<file path="src/rtl/tx_queue_fetch_pkg.sv">
// Shared definitions for the tx queue fetch stage.
//   fetch_state_e : FSM state encoding
//   QUEUE_NONE    : tx_queue_idx value meaning "no queue selected"
//   RR_RESET      : round-robin pointer reset value (queue 0 wins first)
//   CTS_MSB/LSB   : cts_toself_config field inside the descriptor word
//   rr_next()     : cyclic successor in the order 0,1,2
package tx_queue_fetch_pkg;

    typedef enum logic [2:0] {
        StIdle,
        StSettle,
        StMeta,
        StWaitTsf,
        StStart,
        StStream,
        StDone
    } fetch_state_e;

    localparam logic [1:0] QUEUE_NONE = 2'd3;
    localparam logic [1:0] RR_RESET   = 2'd2;

    localparam int unsigned CTS_MSB = 63;
    localparam int unsigned CTS_LSB = 32;

    function automatic logic [1:0] rr_next(input logic [1:0] q);
        return (q >= 2'd2) ? 2'd0 : q + 2'd1;
    endfunction

endpackage

</file>
<file path="src/rtl/tx_queue_fetch_if.sv">
// Bundle of the queue-side FIFO signals and the bit-interface stream.
//   master : the fetch block (drives asks, queue select, packet info, stream)
//   slave  : the environment (FIFOs, TSF timer, downstream consumer)
interface tx_queue_fetch_if #(
    parameter int unsigned C_S_AXIS_TDATA_WIDTH   = 64,
    parameter int unsigned TSF_TIMER_WIDTH        = 64,
    parameter int unsigned MAX_BIT_NUM_DMA_SYMBOL = 14
);
    logic [2:0]                          queue_enable;
    logic                                empty_to_acc_0;
    logic                                empty_to_acc_1;
    logic                                empty_to_acc_2;
    logic                                emptyn_to_acc;
    logic [C_S_AXIS_TDATA_WIDTH-1:0]     dmg_to_acc;
    logic [TSF_TIMER_WIDTH-1:0]          tsf_to_acc;
    logic [C_S_AXIS_TDATA_WIDTH-1:0]     data_to_acc;
    logic [TSF_TIMER_WIDTH-1:0]          tsf_runtime_val;
    logic [1:0]                          tx_queue_idx;
    logic                                acc_ask_dmg;
    logic                                acc_ask_tsf;
    logic                                acc_ask_data;
    logic                                pkt_start;
    logic [31:0]                         pkt_cts_config;
    logic [MAX_BIT_NUM_DMA_SYMBOL-1:0]   pkt_num_word;
    logic [C_S_AXIS_TDATA_WIDTH-1:0]     m_data;
    logic                                m_valid;
    logic                                m_ready;
    logic                                m_last;
    logic                                pkt_done;
    logic                                err_stall;

    modport master (
        input  queue_enable, empty_to_acc_0, empty_to_acc_1, empty_to_acc_2, emptyn_to_acc,
        input  dmg_to_acc, tsf_to_acc, data_to_acc, tsf_runtime_val, m_ready,
        output tx_queue_idx, acc_ask_dmg, acc_ask_tsf, acc_ask_data, pkt_start,
        output pkt_cts_config, pkt_num_word, m_data, m_valid, m_last, pkt_done, err_stall
    );

    modport slave (
        output queue_enable, empty_to_acc_0, empty_to_acc_1, empty_to_acc_2, emptyn_to_acc,
        output dmg_to_acc, tsf_to_acc, data_to_acc, tsf_runtime_val, m_ready,
        input  tx_queue_idx, acc_ask_dmg, acc_ask_tsf, acc_ask_data, pkt_start,
        input  pkt_cts_config, pkt_num_word, m_data, m_valid, m_last, pkt_done, err_stall
    );

endinterface

</file>
<file path="src/rtl/tx_queue_rr_arb.sv">
// Combinational 3-way round-robin arbiter.
//   req_i   : request per queue
//   last_i  : queue granted last time (search starts just after it)
//   gnt_o   : granted queue index (QUEUE_NONE when nothing requests)
//   valid_o : a grant was made
module tx_queue_rr_arb
    import tx_queue_fetch_pkg::*;
(
    input  logic [2:0] req_i,
    input  logic [1:0] last_i,
    output logic [1:0] gnt_o,
    output logic       valid_o
);

    logic [3:0] req_ext;
    logic [1:0] c1, c2, c3;

    assign req_ext = {1'b0, req_i};
    assign c1      = rr_next(last_i);
    assign c2      = rr_next(c1);
    assign c3      = rr_next(c2);

    always_comb begin
        gnt_o   = QUEUE_NONE;
        valid_o = 1'b0;
        if (req_ext[c1]) begin
            gnt_o   = c1;
            valid_o = 1'b1;
        end else if (req_ext[c2]) begin
            gnt_o   = c2;
            valid_o = 1'b1;
        end else if (req_ext[c3]) begin
            gnt_o   = c3;
            valid_o = 1'b1;
        end
    end

endmodule

</file>
<file path="src/rtl/tx_queue_fetch.sv">
// Tx queue fetch: picks a queue holding a complete descriptor (round-robin),
// pops descriptor + TSF words, waits for the TSF target time, then streams the
// packet's data words downstream over valid/ready.
//   clk, rstn : clock, asynchronous active-low reset
//   bus_io    : queue FIFO heads/pops, TSF timer, packet info and data stream
module tx_queue_fetch #(
    parameter int unsigned TSF_TIMER_WIDTH        = 64,
    parameter int unsigned MAX_BIT_NUM_DMA_SYMBOL = 14,
    parameter int unsigned STALL_LIMIT            = 255
) (
    input logic              clk,
    input logic              rstn,
    tx_queue_fetch_if.master bus_io
);
    import tx_queue_fetch_pkg::*;

    localparam int unsigned NW     = MAX_BIT_NUM_DMA_SYMBOL;
    localparam int unsigned StallW = (STALL_LIMIT > 1) ? $clog2(STALL_LIMIT + 1) : 1;

    fetch_state_e               state_q, state_d;
    logic [1:0]                 idx_q, idx_d;
    logic [1:0]                 rr_q, rr_d;
    logic [31:0]                cts_q, cts_d;
    logic [NW-1:0]              num_q, num_d;
    logic [NW-1:0]              rem_q, rem_d;
    logic [TSF_TIMER_WIDTH-1:0] tgt_q, tgt_d;
    logic [StallW-1:0]          stall_q, stall_d;

    logic [2:0] req;
    logic [1:0] gnt;
    logic       gnt_valid;
    logic       hs;
    logic       unused_dmg;

    // Descriptor bits between the word count and the cts field carry nothing here.
    assign unused_dmg = ^bus_io.dmg_to_acc[CTS_LSB-1:NW];

    assign req = bus_io.queue_enable &
                 {~bus_io.empty_to_acc_2, ~bus_io.empty_to_acc_1, ~bus_io.empty_to_acc_0};

    tx_queue_rr_arb u_arb (
        .req_i   (req),
        .last_i  (rr_q),
        .gnt_o   (gnt),
        .valid_o (gnt_valid)
    );

    assign bus_io.tx_queue_idx   = idx_q;
    assign bus_io.pkt_cts_config = cts_q;
    assign bus_io.pkt_num_word   = num_q;
    assign bus_io.m_data         = bus_io.data_to_acc;

    always_comb begin
        state_d = state_q;
        idx_d   = idx_q;
        rr_d    = rr_q;
        cts_d   = cts_q;
        num_d   = num_q;
        rem_d   = rem_q;
        tgt_d   = tgt_q;
        stall_d = stall_q;
        hs      = 1'b0;

        bus_io.acc_ask_dmg  = 1'b0;
        bus_io.acc_ask_tsf  = 1'b0;
        bus_io.acc_ask_data = 1'b0;
        bus_io.pkt_start    = 1'b0;
        bus_io.pkt_done     = 1'b0;
        bus_io.m_valid      = 1'b0;
        bus_io.m_last       = 1'b0;
        bus_io.err_stall    = 1'b0;

        unique case (state_q)
            StIdle: begin
                if (gnt_valid) begin
                    idx_d   = gnt;
                    rr_d    = gnt;
                    state_d = StSettle;
                end
            end
            // Upstream muxes by tx_queue_idx; give the head words a cycle to settle.
            StSettle: state_d = StMeta;
            StMeta: begin
                cts_d               = bus_io.dmg_to_acc[CTS_MSB:CTS_LSB];
                num_d               = bus_io.dmg_to_acc[NW-1:0];
                tgt_d               = bus_io.tsf_to_acc;
                bus_io.acc_ask_dmg  = 1'b1;
                bus_io.acc_ask_tsf  = 1'b1;
                state_d             = StWaitTsf;
            end
            StWaitTsf: begin
                if (tgt_q == '0 || bus_io.tsf_runtime_val >= tgt_q) begin
                    state_d = StStart;
                end
            end
            StStart: begin
                bus_io.pkt_start = 1'b1;
                rem_d            = num_q;
                stall_d          = '0;
                if (num_q == '0) begin
                    // Empty packet: descriptor consumed, nothing to stream.
                    bus_io.pkt_done = 1'b1;
                    idx_d           = QUEUE_NONE;
                    state_d         = StIdle;
                end else begin
                    state_d = StStream;
                end
            end
            StStream: begin
                bus_io.m_valid      = bus_io.emptyn_to_acc;
                bus_io.m_last       = bus_io.emptyn_to_acc && (rem_q == NW'(1));
                hs                  = bus_io.emptyn_to_acc && bus_io.m_ready;
                bus_io.acc_ask_data = hs;
                if (hs) begin
                    rem_d   = rem_q - NW'(1);
                    stall_d = '0;
                    if (rem_q == NW'(1)) begin
                        state_d = StDone;
                    end
                end else if (!bus_io.emptyn_to_acc) begin
                    // Saturating count gives one err_stall per starvation episode.
                    if (stall_q != StallW'(STALL_LIMIT)) begin
                        stall_d = stall_q + StallW'(1);
                    end
                    bus_io.err_stall = (stall_q == StallW'(STALL_LIMIT - 1));
                end
            end
            StDone: begin
                bus_io.pkt_done = 1'b1;
                idx_d           = QUEUE_NONE;
                state_d         = StIdle;
            end
            default: state_d = StIdle;
        endcase
    end

    always_ff @(posedge clk or negedge rstn) begin
        if (!rstn) begin
            state_q <= StIdle;
            idx_q   <= QUEUE_NONE;
            rr_q    <= RR_RESET;
            cts_q   <= '0;
            num_q   <= '0;
            rem_q   <= '0;
            tgt_q   <= '0;
            stall_q <= '0;
        end else begin
            state_q <= state_d;
            idx_q   <= idx_d;
            rr_q    <= rr_d;
            cts_q   <= cts_d;
            num_q   <= num_d;
            rem_q   <= rem_d;
            tgt_q   <= tgt_d;
            stall_q <= stall_d;
        end
    end

endmodule

</file>
<file path="src/flat_wrapper.sv">
// flat-port wrapper written by rule: the top's interface ports become plain ports
module tx_queue_fetch_flat import tx_queue_fetch_pkg::*;
#(
    parameter int unsigned TSF_TIMER_WIDTH        = 64,
    parameter int unsigned MAX_BIT_NUM_DMA_SYMBOL = 14,
    parameter int unsigned STALL_LIMIT            = 255
)
  (clk, rstn, bus_io_queue_enable, bus_io_empty_to_acc_0, bus_io_empty_to_acc_1, bus_io_empty_to_acc_2, bus_io_emptyn_to_acc, bus_io_dmg_to_acc, bus_io_tsf_to_acc, bus_io_data_to_acc, bus_io_tsf_runtime_val, bus_io_m_ready, bus_io_tx_queue_idx, bus_io_acc_ask_dmg, bus_io_acc_ask_tsf, bus_io_acc_ask_data, bus_io_pkt_start, bus_io_pkt_cts_config, bus_io_pkt_num_word, bus_io_m_data, bus_io_m_valid, bus_io_m_last, bus_io_pkt_done, bus_io_err_stall);
  tx_queue_fetch_if #(.TSF_TIMER_WIDTH(TSF_TIMER_WIDTH), .MAX_BIT_NUM_DMA_SYMBOL(MAX_BIT_NUM_DMA_SYMBOL)) bus_io_i ();
  input logic clk;
  input logic rstn;
  input wire logic [$bits(bus_io_i.queue_enable)-1:0] bus_io_queue_enable;
  input wire logic [$bits(bus_io_i.empty_to_acc_0)-1:0] bus_io_empty_to_acc_0;
  input wire logic [$bits(bus_io_i.empty_to_acc_1)-1:0] bus_io_empty_to_acc_1;
  input wire logic [$bits(bus_io_i.empty_to_acc_2)-1:0] bus_io_empty_to_acc_2;
  input wire logic [$bits(bus_io_i.emptyn_to_acc)-1:0] bus_io_emptyn_to_acc;
  input wire logic [$bits(bus_io_i.dmg_to_acc)-1:0] bus_io_dmg_to_acc;
  input wire logic [$bits(bus_io_i.tsf_to_acc)-1:0] bus_io_tsf_to_acc;
  input wire logic [$bits(bus_io_i.data_to_acc)-1:0] bus_io_data_to_acc;
  input wire logic [$bits(bus_io_i.tsf_runtime_val)-1:0] bus_io_tsf_runtime_val;
  input wire logic [$bits(bus_io_i.m_ready)-1:0] bus_io_m_ready;
  output wire logic [$bits(bus_io_i.tx_queue_idx)-1:0] bus_io_tx_queue_idx;
  output wire logic [$bits(bus_io_i.acc_ask_dmg)-1:0] bus_io_acc_ask_dmg;
  output wire logic [$bits(bus_io_i.acc_ask_tsf)-1:0] bus_io_acc_ask_tsf;
  output wire logic [$bits(bus_io_i.acc_ask_data)-1:0] bus_io_acc_ask_data;
  output wire logic [$bits(bus_io_i.pkt_start)-1:0] bus_io_pkt_start;
  output wire logic [$bits(bus_io_i.pkt_cts_config)-1:0] bus_io_pkt_cts_config;
  output wire logic [$bits(bus_io_i.pkt_num_word)-1:0] bus_io_pkt_num_word;
  output wire logic [$bits(bus_io_i.m_data)-1:0] bus_io_m_data;
  output wire logic [$bits(bus_io_i.m_valid)-1:0] bus_io_m_valid;
  output wire logic [$bits(bus_io_i.m_last)-1:0] bus_io_m_last;
  output wire logic [$bits(bus_io_i.pkt_done)-1:0] bus_io_pkt_done;
  output wire logic [$bits(bus_io_i.err_stall)-1:0] bus_io_err_stall;
  assign bus_io_i.queue_enable = bus_io_queue_enable;
  assign bus_io_i.empty_to_acc_0 = bus_io_empty_to_acc_0;
  assign bus_io_i.empty_to_acc_1 = bus_io_empty_to_acc_1;
  assign bus_io_i.empty_to_acc_2 = bus_io_empty_to_acc_2;
  assign bus_io_i.emptyn_to_acc = bus_io_emptyn_to_acc;
  assign bus_io_i.dmg_to_acc = bus_io_dmg_to_acc;
  assign bus_io_i.tsf_to_acc = bus_io_tsf_to_acc;
  assign bus_io_i.data_to_acc = bus_io_data_to_acc;
  assign bus_io_i.tsf_runtime_val = bus_io_tsf_runtime_val;
  assign bus_io_i.m_ready = bus_io_m_ready;
  assign bus_io_tx_queue_idx = bus_io_i.tx_queue_idx;
  assign bus_io_acc_ask_dmg = bus_io_i.acc_ask_dmg;
  assign bus_io_acc_ask_tsf = bus_io_i.acc_ask_tsf;
  assign bus_io_acc_ask_data = bus_io_i.acc_ask_data;
  assign bus_io_pkt_start = bus_io_i.pkt_start;
  assign bus_io_pkt_cts_config = bus_io_i.pkt_cts_config;
  assign bus_io_pkt_num_word = bus_io_i.pkt_num_word;
  assign bus_io_m_data = bus_io_i.m_data;
  assign bus_io_m_valid = bus_io_i.m_valid;
  assign bus_io_m_last = bus_io_i.m_last;
  assign bus_io_pkt_done = bus_io_i.pkt_done;
  assign bus_io_err_stall = bus_io_i.err_stall;
  tx_queue_fetch #(.TSF_TIMER_WIDTH(TSF_TIMER_WIDTH), .MAX_BIT_NUM_DMA_SYMBOL(MAX_BIT_NUM_DMA_SYMBOL), .STALL_LIMIT(STALL_LIMIT)) u_core (.clk(clk), .rstn(rstn), .bus_io(bus_io_i));
endmodule
</file>
<file path="config.mk">
export PLATFORM = sky130hd
export DESIGN_NAME = tx_queue_fetch_flat
export DESIGN_NICKNAME = d
export VERILOG_FILES = /design/src/rtl/tx_queue_fetch_pkg.sv /design/src/rtl/tx_queue_fetch_if.sv /design/src/rtl/tx_queue_rr_arb.sv /design/src/rtl/tx_queue_fetch.sv /design/src/flat_wrapper.sv
export SDC_FILE = /design/constraint.sdc
export NUM_CORES = 1
export LEC_CHECK = 0
export BUFFER_PORTS_ARGS = -buffer_cell sky130_fd_sc_hd__clkbuf_2
export CORE_AREA = 3 3 150 152
export CTS_BUF_LIST = sky130_fd_sc_hd__clkbuf_2 sky130_fd_sc_hd__clkbuf_4 sky130_fd_sc_hd__clkbuf_8
export DETAILED_ROUTE_END_ITERATION = 10
export DIE_AREA = 0 0 153 155
export PLACE_DENSITY = 0.66
export SLEW_MARGIN = 20
export SYNTH_ARGS = -nofsm -noshare
export SYNTH_HDL_FRONTEND = slang
export SYNTH_SLANG_ARGS = --single-unit
</file>
<file path="constraint.sdc">
create_clock -name clk -period 5.6 [get_ports clk]
set_clock_uncertainty 0.1 [all_clocks]
set_input_delay 0.28 -clock clk [delete_from_list [all_inputs] [get_ports clk]]
set_output_delay 0.28 -clock clk [all_outputs]
set_load 0.005 [all_outputs]
</file>
* Word-level counts from Yosys, hierarchy flattened
Index checks and enable logic that the tools add are counted.
Operators by class: magnitude comparators 7, equality and inequality tests 16, reductions and logical operators 13, bitwise operators 4, $add $sub $neg 5, mux-type cells 40
Operators with widths (count):
- >= comparator 64 bit | 1
- zero test 64 bit | 1
- one-hot mux 14 bit (2 select lines) | 1
- 2-to-1 mux 8 bit | 3
- one-hot mux 3 bit (6 select lines) | 1
- 2-to-1 mux 2 bit | 8
- one-hot mux 8 bit (2 select lines) | 1
- 2-to-1 mux 1 bit | 15
- 2-to-1 mux 3 bit | 5
- == test 14 x 1 -> 1 bit (second input constant) | 1
- zero test 14 bit | 1
- 2-to-1 mux 14 bit | 1
- subtractor 14 x 1 -> 14 bit (second input constant) | 1
- != test 2 x 1 -> 1 bit (second input constant) | 5
- == test 3 bit (second input constant) | 3
- less-than comparator 2 x 3 -> 1 bit (second input constant) | 3
- adder 8 x 1 -> 8 bit (second input constant) | 1
- == test 8 bit (second input constant) | 1
- != test 8 bit (second input constant) | 1
- adder 2 x 1 -> 2 bit (second input constant) | 3
- binary-select mux 1 bit (select 2 bit) | 3
- == test 3 x 2 -> 1 bit (second input constant) | 2
- >= comparator 2 bit (second input constant) | 3
- one-hot mux 2 bit (3 select lines) | 1
- 14 further kinds | 19
Word-level totals: output and inout port bits 120, bits of input ports 266, word-level logic and storage cells 93, register bits after elaboration 139

* Logic depth before layout (Yosys ltp)
depth after elaboration 13, depth in mapped cells 10, gate-level depth less buffers 9

* By module
Synthesis repeated with hierarchy kept, for this count alone.
Unflattened totals: cells, all modules 843, area total of the unflattened synthesis 7980.2 um^2
Modules (own cells, without submodules):
- tx_queue_fetch | instances 1, cells each 837, area each 7938.9 um^2
- tx_queue_rr_arb | instances 1, cells each 6, area each 41.3 um^2

* Least setup slack after synthesis
Ideal clock, no wire load.
kind reg2reg, start point reg u_core.tgt_q[54], end point reg u_core.state_q[2], clock period less this slack 2.086 ns, cell stages (with the launch flop) 10, data required time 5.381 ns, path slack 3.514 ns, arrival 1.867 ns, path through dfrtp_1 inv_1 ha_1 a211oi_1 nand2_1 a2111oi_0 o22ai_1 nor3_1 nand2_1 and2_1
On the way: word-level cells in the longest chain between the ends 4, elaborated cells between the ends (all ways) 5, classes of those cells order compare (1); eq/ne (1); reduce/logical (3)
RTL lines:
- from (decl) | RTL line tx_queue_fetch.sv:26 | logic [TSF_TIMER_WIDTH-1:0] tgt_q, tgt_d;
- from (signal assigned) | RTL line tx_queue_fetch.sv:154 | tgt_q <= tgt_d;
- >= comparator 64 bit / zero test 64 bit (equally long branches) | RTL line tx_queue_fetch.sv:92 | if (tgt_q == '0 || bus_io.tsf_runtime_val >= tgt_q) begin
- logical OR 1 bit (*) | RTL line tx_queue_fetch.sv:92
- != test 2 x 1 -> 1 bit (no line) (*)
- AND reduction 4 bit (no line) (*)
- to (signal assigned) | RTL line tx_queue_fetch.sv:139 | state_q <= StIdle;
- to (signal assigned) | RTL line tx_queue_fetch.sv:148 | state_q <= state_d;
- to (decl) | RTL line tx_queue_fetch.sv:20 | fetch_state_e state_q, state_d;
Every way passes the cells marked *; elsewhere a longest branch is shown, timed or not. A chain may end at the register's enable or synchronous reset.

* Worst setup path in the final report
start point reg u_core.state_q[0], end point out bus_io_acc_ask_dmg
On the way: word-level cells in the longest chain between the ends 2
RTL lines:
- == test 3 x 2 -> 1 bit | RTL line tx_queue_fetch.sv:73 | unique case (state_q)
- 2-to-1 mux 1 bit | RTL line tx_queue_fetch.sv:73
- to (decl) | RTL line flat_wrapper.sv:23 | output wire logic [$bits(bus_io_i.acc_ask_dmg)-1:0] bus_io_acc_ask_dmg;
Every way passes these cells.

==> results.tsv <==
stage	metric	value	unit
worst_hold_path	holdPathStages	5	
floorplanning	core_area	21200	um2
global_routing	antenna_found_initial	1	
setup_path	r2r-end	u_core.state_q[2]	
worst_hold_path	hp-start	bus_io_queue_enable[1]	
synth	async_flop_share	100	%
route	ant_nets	0	
setup_path	r2r_slack	2.95	ns
synth	syn_inst	837	
pwr	power.total	2.02	mW
synth	ys_ff_latch	139	
global_routing	grt_pass1_vias	7234	
route	vias	6904	
final_layout	final_util	49.2	%
global_routing	grt_pass1_wl	35.9	mm
setup_path	critPathLaunchType	flop	
sta	min_period_over_period	54.8	%
floorplanning	die_area	23700	um2
floorplanning	fp.dieH	155	um
status	status	completed	
place	dpl_cell_area	8910	um2
sta	rsz0062_at_grt	no	
synth	synthFlopType	dfrtp_1	
floorplanning	io_pins	386	
place	gp_congestion	0.855	
floorplanning	die_x	153	um
final_layout	fillCellCount	1974	
cts	cts.clk_slew.worst_paths	0.08	ns
synth	ys_seq_area_share	43.8	%
sta	period_minus_slack	3.07	ns
final_layout	design_area	10400	um2
route	finalWirelength	22.2	mm
route	drc_errors	0	
final_layout	drive_gt1_share	29.3	%
place	hpwlAfterDp	15.9	mm
setup_path	required	5.22	ns
synth	ys_warn_count	0	
sta	worstMarginPinSlew	0.991	ns
cts	worstSkewPairLatency	0.44	ns
setup_path	rr_worst_depth	8	
pwr	ir_drop	0.000126	V
setup_path	r2r_start	u_core.tgt_q[0]	
route	via_per_inst	4.91	
cts	post_cts_resize_count	0	
sta	setup_viol	0	
final_layout	final_nets	1452	
synth	synth_cell_types	49	
sta	relSlewSlack	33.6	%
setup_path	worstPathArrival	2.69	ns
route	dr.pass1.iters	4	
sta	fmax	0.326	GHz
pwr	p_per_area	194	nW/um2
pwr	power_leakage	5.35	nW
global_routing	grt_use_total	18.7	%
cts	htree_levels	4	
global_routing	grt_max_degree	168	
sta	hold_viol_final	0	
global_routing	grt_overflow	0	
synth	synth_area	7940	um2
run	drv_cap	0	
sta	setup_tns	0	ns
synth	syn_nets	1171	
cts	numCtsBuffers	17	
floorplanning	start_util	37.5	%
sta	setup_ws	2.53	ns
final_layout	area_delta_synth_final	31.1	%
cts	cts_tree	yes	
setup_path	critical_path_class	reg -> out	
synth	synth_edf_count	0	
worst_hold_path	hold_end	u_core.bus_io.tx_queue_idx[0]	
route	initialDrtViolationCount	294	
cts	clock-root-buffer	clkbuf_8	
cts	cts.sinks	139	
synth	syn_avg_cell_area	9.49	um2
setup_path	worst-path-max-fanout	167	
route	wire_per_inst	15.8	um
cts	clock_path_buffers	2	
setup_path	crit_path_end_kind	primary output	
worst_hold_path	min_path_type	in -> reg	
sta	final_max_slew_viol_count	0	
floorplanning	rows	53	
place	dp_slack	2.82	ns
place	numPortBuffers	239	
setup_path	cp-startpoint	u_core.state_q[0]	
-- per-stage QoR --
step,hold WS (ns),cells
6_report,0.200,1406
5_1_grt,0.215,1406
4_1_cts,0.161,1405
3_5_place_dp,0.254,1263
3_3_place_gp,0.256,1263
2_1_floorplan,-0.116,837
-- sequential cells by signal, summed over array words and instances, names as in the netlist --
| name | count |
|---|---|
| u_core.bus_io.tx_queue_idx | 2 |
| u_core.rr_q | 2 |
| u_core.tgt_q | 64 |
| u_core.bus_io.pkt_num_word | 14 |
| u_core.bus_io.pkt_cts_config | 32 |
| u_core.state_q | 3 |
| u_core.stall_q | 8 |
| u_core.rem_q | 14 |
-- worst max-delay path by stage --
stage / endpoint / cells after the start / slack, ns
after detailed placement: u_core.state_q[2] / 10 / 2.82
after floorplan: u_core.state_q[2] / 9 / 3.51
after global placement: u_core.state_q[2] / 10 / 2.83
after global routing: bus_io_acc_ask_dmg / 3 / 2.33
after CTS: bus_io_acc_ask_dmg / 3 / 2.47
final: bus_io_acc_ask_dmg / 3 / 2.53
-- where the power goes --
part | leakage, nW | switching [mW] | internal (mW)
clock network | 0.196 | 0.419 | 0.409
logic | 3.59 | 0.0745 | 0.111
registers | 1.57 | 0 | 1.00
-- layout make-up --
type                    instances  area (um2)  share of cell area [%]
clock buffers                  18         248                    2.38
repair buffers                353        2350                    22.6
clock inverters                13         143                    1.37
flip-flops and latches        139        3480                    33.4
multi-input cells             533        3570                    34.3
well taps                     275         344                    3.30
inverters                      74         278                    2.67
diodes                          1        2.50                  0.0240
-- kinds of logic (layout without fill, tap and decap cells) --
family / count (synthesis) / after routing / share of synthesized area (%)
and+or+nand+nor: 234 / 234 / 14.3
AOI/OAI and AO/OA: 181 / 181 / 12.9
buffers and inverters: 165 / 458 / 11.3
DFF: 139 / 139 / 43.8
adders and majority gates: 68 / 68 / 10.7
muxes: 47 / 47 / 6.66
xor gates and xnor gates: 3 / 3 / 0.331
other: 0 / 1 / 0
-- cell usage after synthesis (all sizes together) (2+ instances only) --
master / count / area, um2
dfrtp: 136 / 3400
nand2: 104 / 398
o21ai: 100 / 512
buf: 81 / 582
inv: 74 / 278
ha: 68 / 851
a21oi: 48 / 240
mux2: 47 / 529
nor2: 28 / 105
nor4: 26 / 163
nand3: 18 / 90.1
nand4: 16 / 100
nand2b: 11 / 68.8
clkbuf: 10 / 37.5
nor3: 10 / 50.1
and2: 5 / 33.8
and3: 4 / 30.0
nor2b: 4 / 32.5
o31ai: 4 / 30.0
a21o: 3 / 22.5
a221oi: 3 / 26.3
a22oi: 3 / 22.5
a31oi: 3 / 25.0
dfstp: 3 / 78.8
o32ai: 3 / 26.3
a2111o: 2 / 22.5
a2111oi: 2 / 17.5
a211oi: 2 / 15.0
a41oi: 2 / 17.5
and4: 2 / 17.5
nor3b: 2 / 15.0
o211ai: 2 / 15.0
o22ai: 2 / 12.5
or2b: 2 / 15.0
xnor2: 2 / 17.5
-- metal layers --
layer | share of wire (%) | routed length, um | global-route usage [%] | vias to the layer above
met2 | 50 | 11100 | 33.0 | 228
met5 | 0 | 0 | 0 | -
li1 | - | - | - | 3414
met3 | 6.7 | 1500 | 6.23 | 26
met1 | 41 | 9190 | 21.9 | 3236
met4 | 1.7 | 372 | 5.30 | 0
-- critical path, cell delays in order (launching register included) --
cell and delay [ns]:
dfrtp_1 0.52, nor3_2 0.85, buf_12 0.59, clkbuf_2 0.23
-- placed cells by master, fill, tap and decap left out, types with 3 or more instances in the layout --
cell,synthesis,layout
and2_1,4,4
clkbuf_2,0,238
nor2_1,28,28
o31ai_1,4,4
nand2_1,103,103
nand2b_1,11,11
mux2_2,47,47
and3_1,3,3
a22oi_1,3,3
o32ai_1,3,3
a221oi_1,3,3
clkbuf_8,0,18
dfstp_2,3,3
a21oi_1,48,48
nor2b_1,3,3
dfrtp_1,136,136
clkinv_2,0,3
a21o_1,3,3
nand4_1,16,16
nor3_1,10,9
inv_1,74,74
clkinv_4,0,3
dlygate4sd3_1,0,111
nor4_1,26,26
o21ai_0,99,99
inv_6,0,3
nand3_1,18,18
ha_1,68,68
-- timing repair --
| item | in CTS | in global routing |
|---|---|---|
| buffers inserted | 0 | 0 |
| endpoints found under the hold margin | 181 | 0 |
| hold buffers | 111 | 0 |
| setup endpoints to repair | 0 | 0 |
Power figures use the tool's default switching activity.
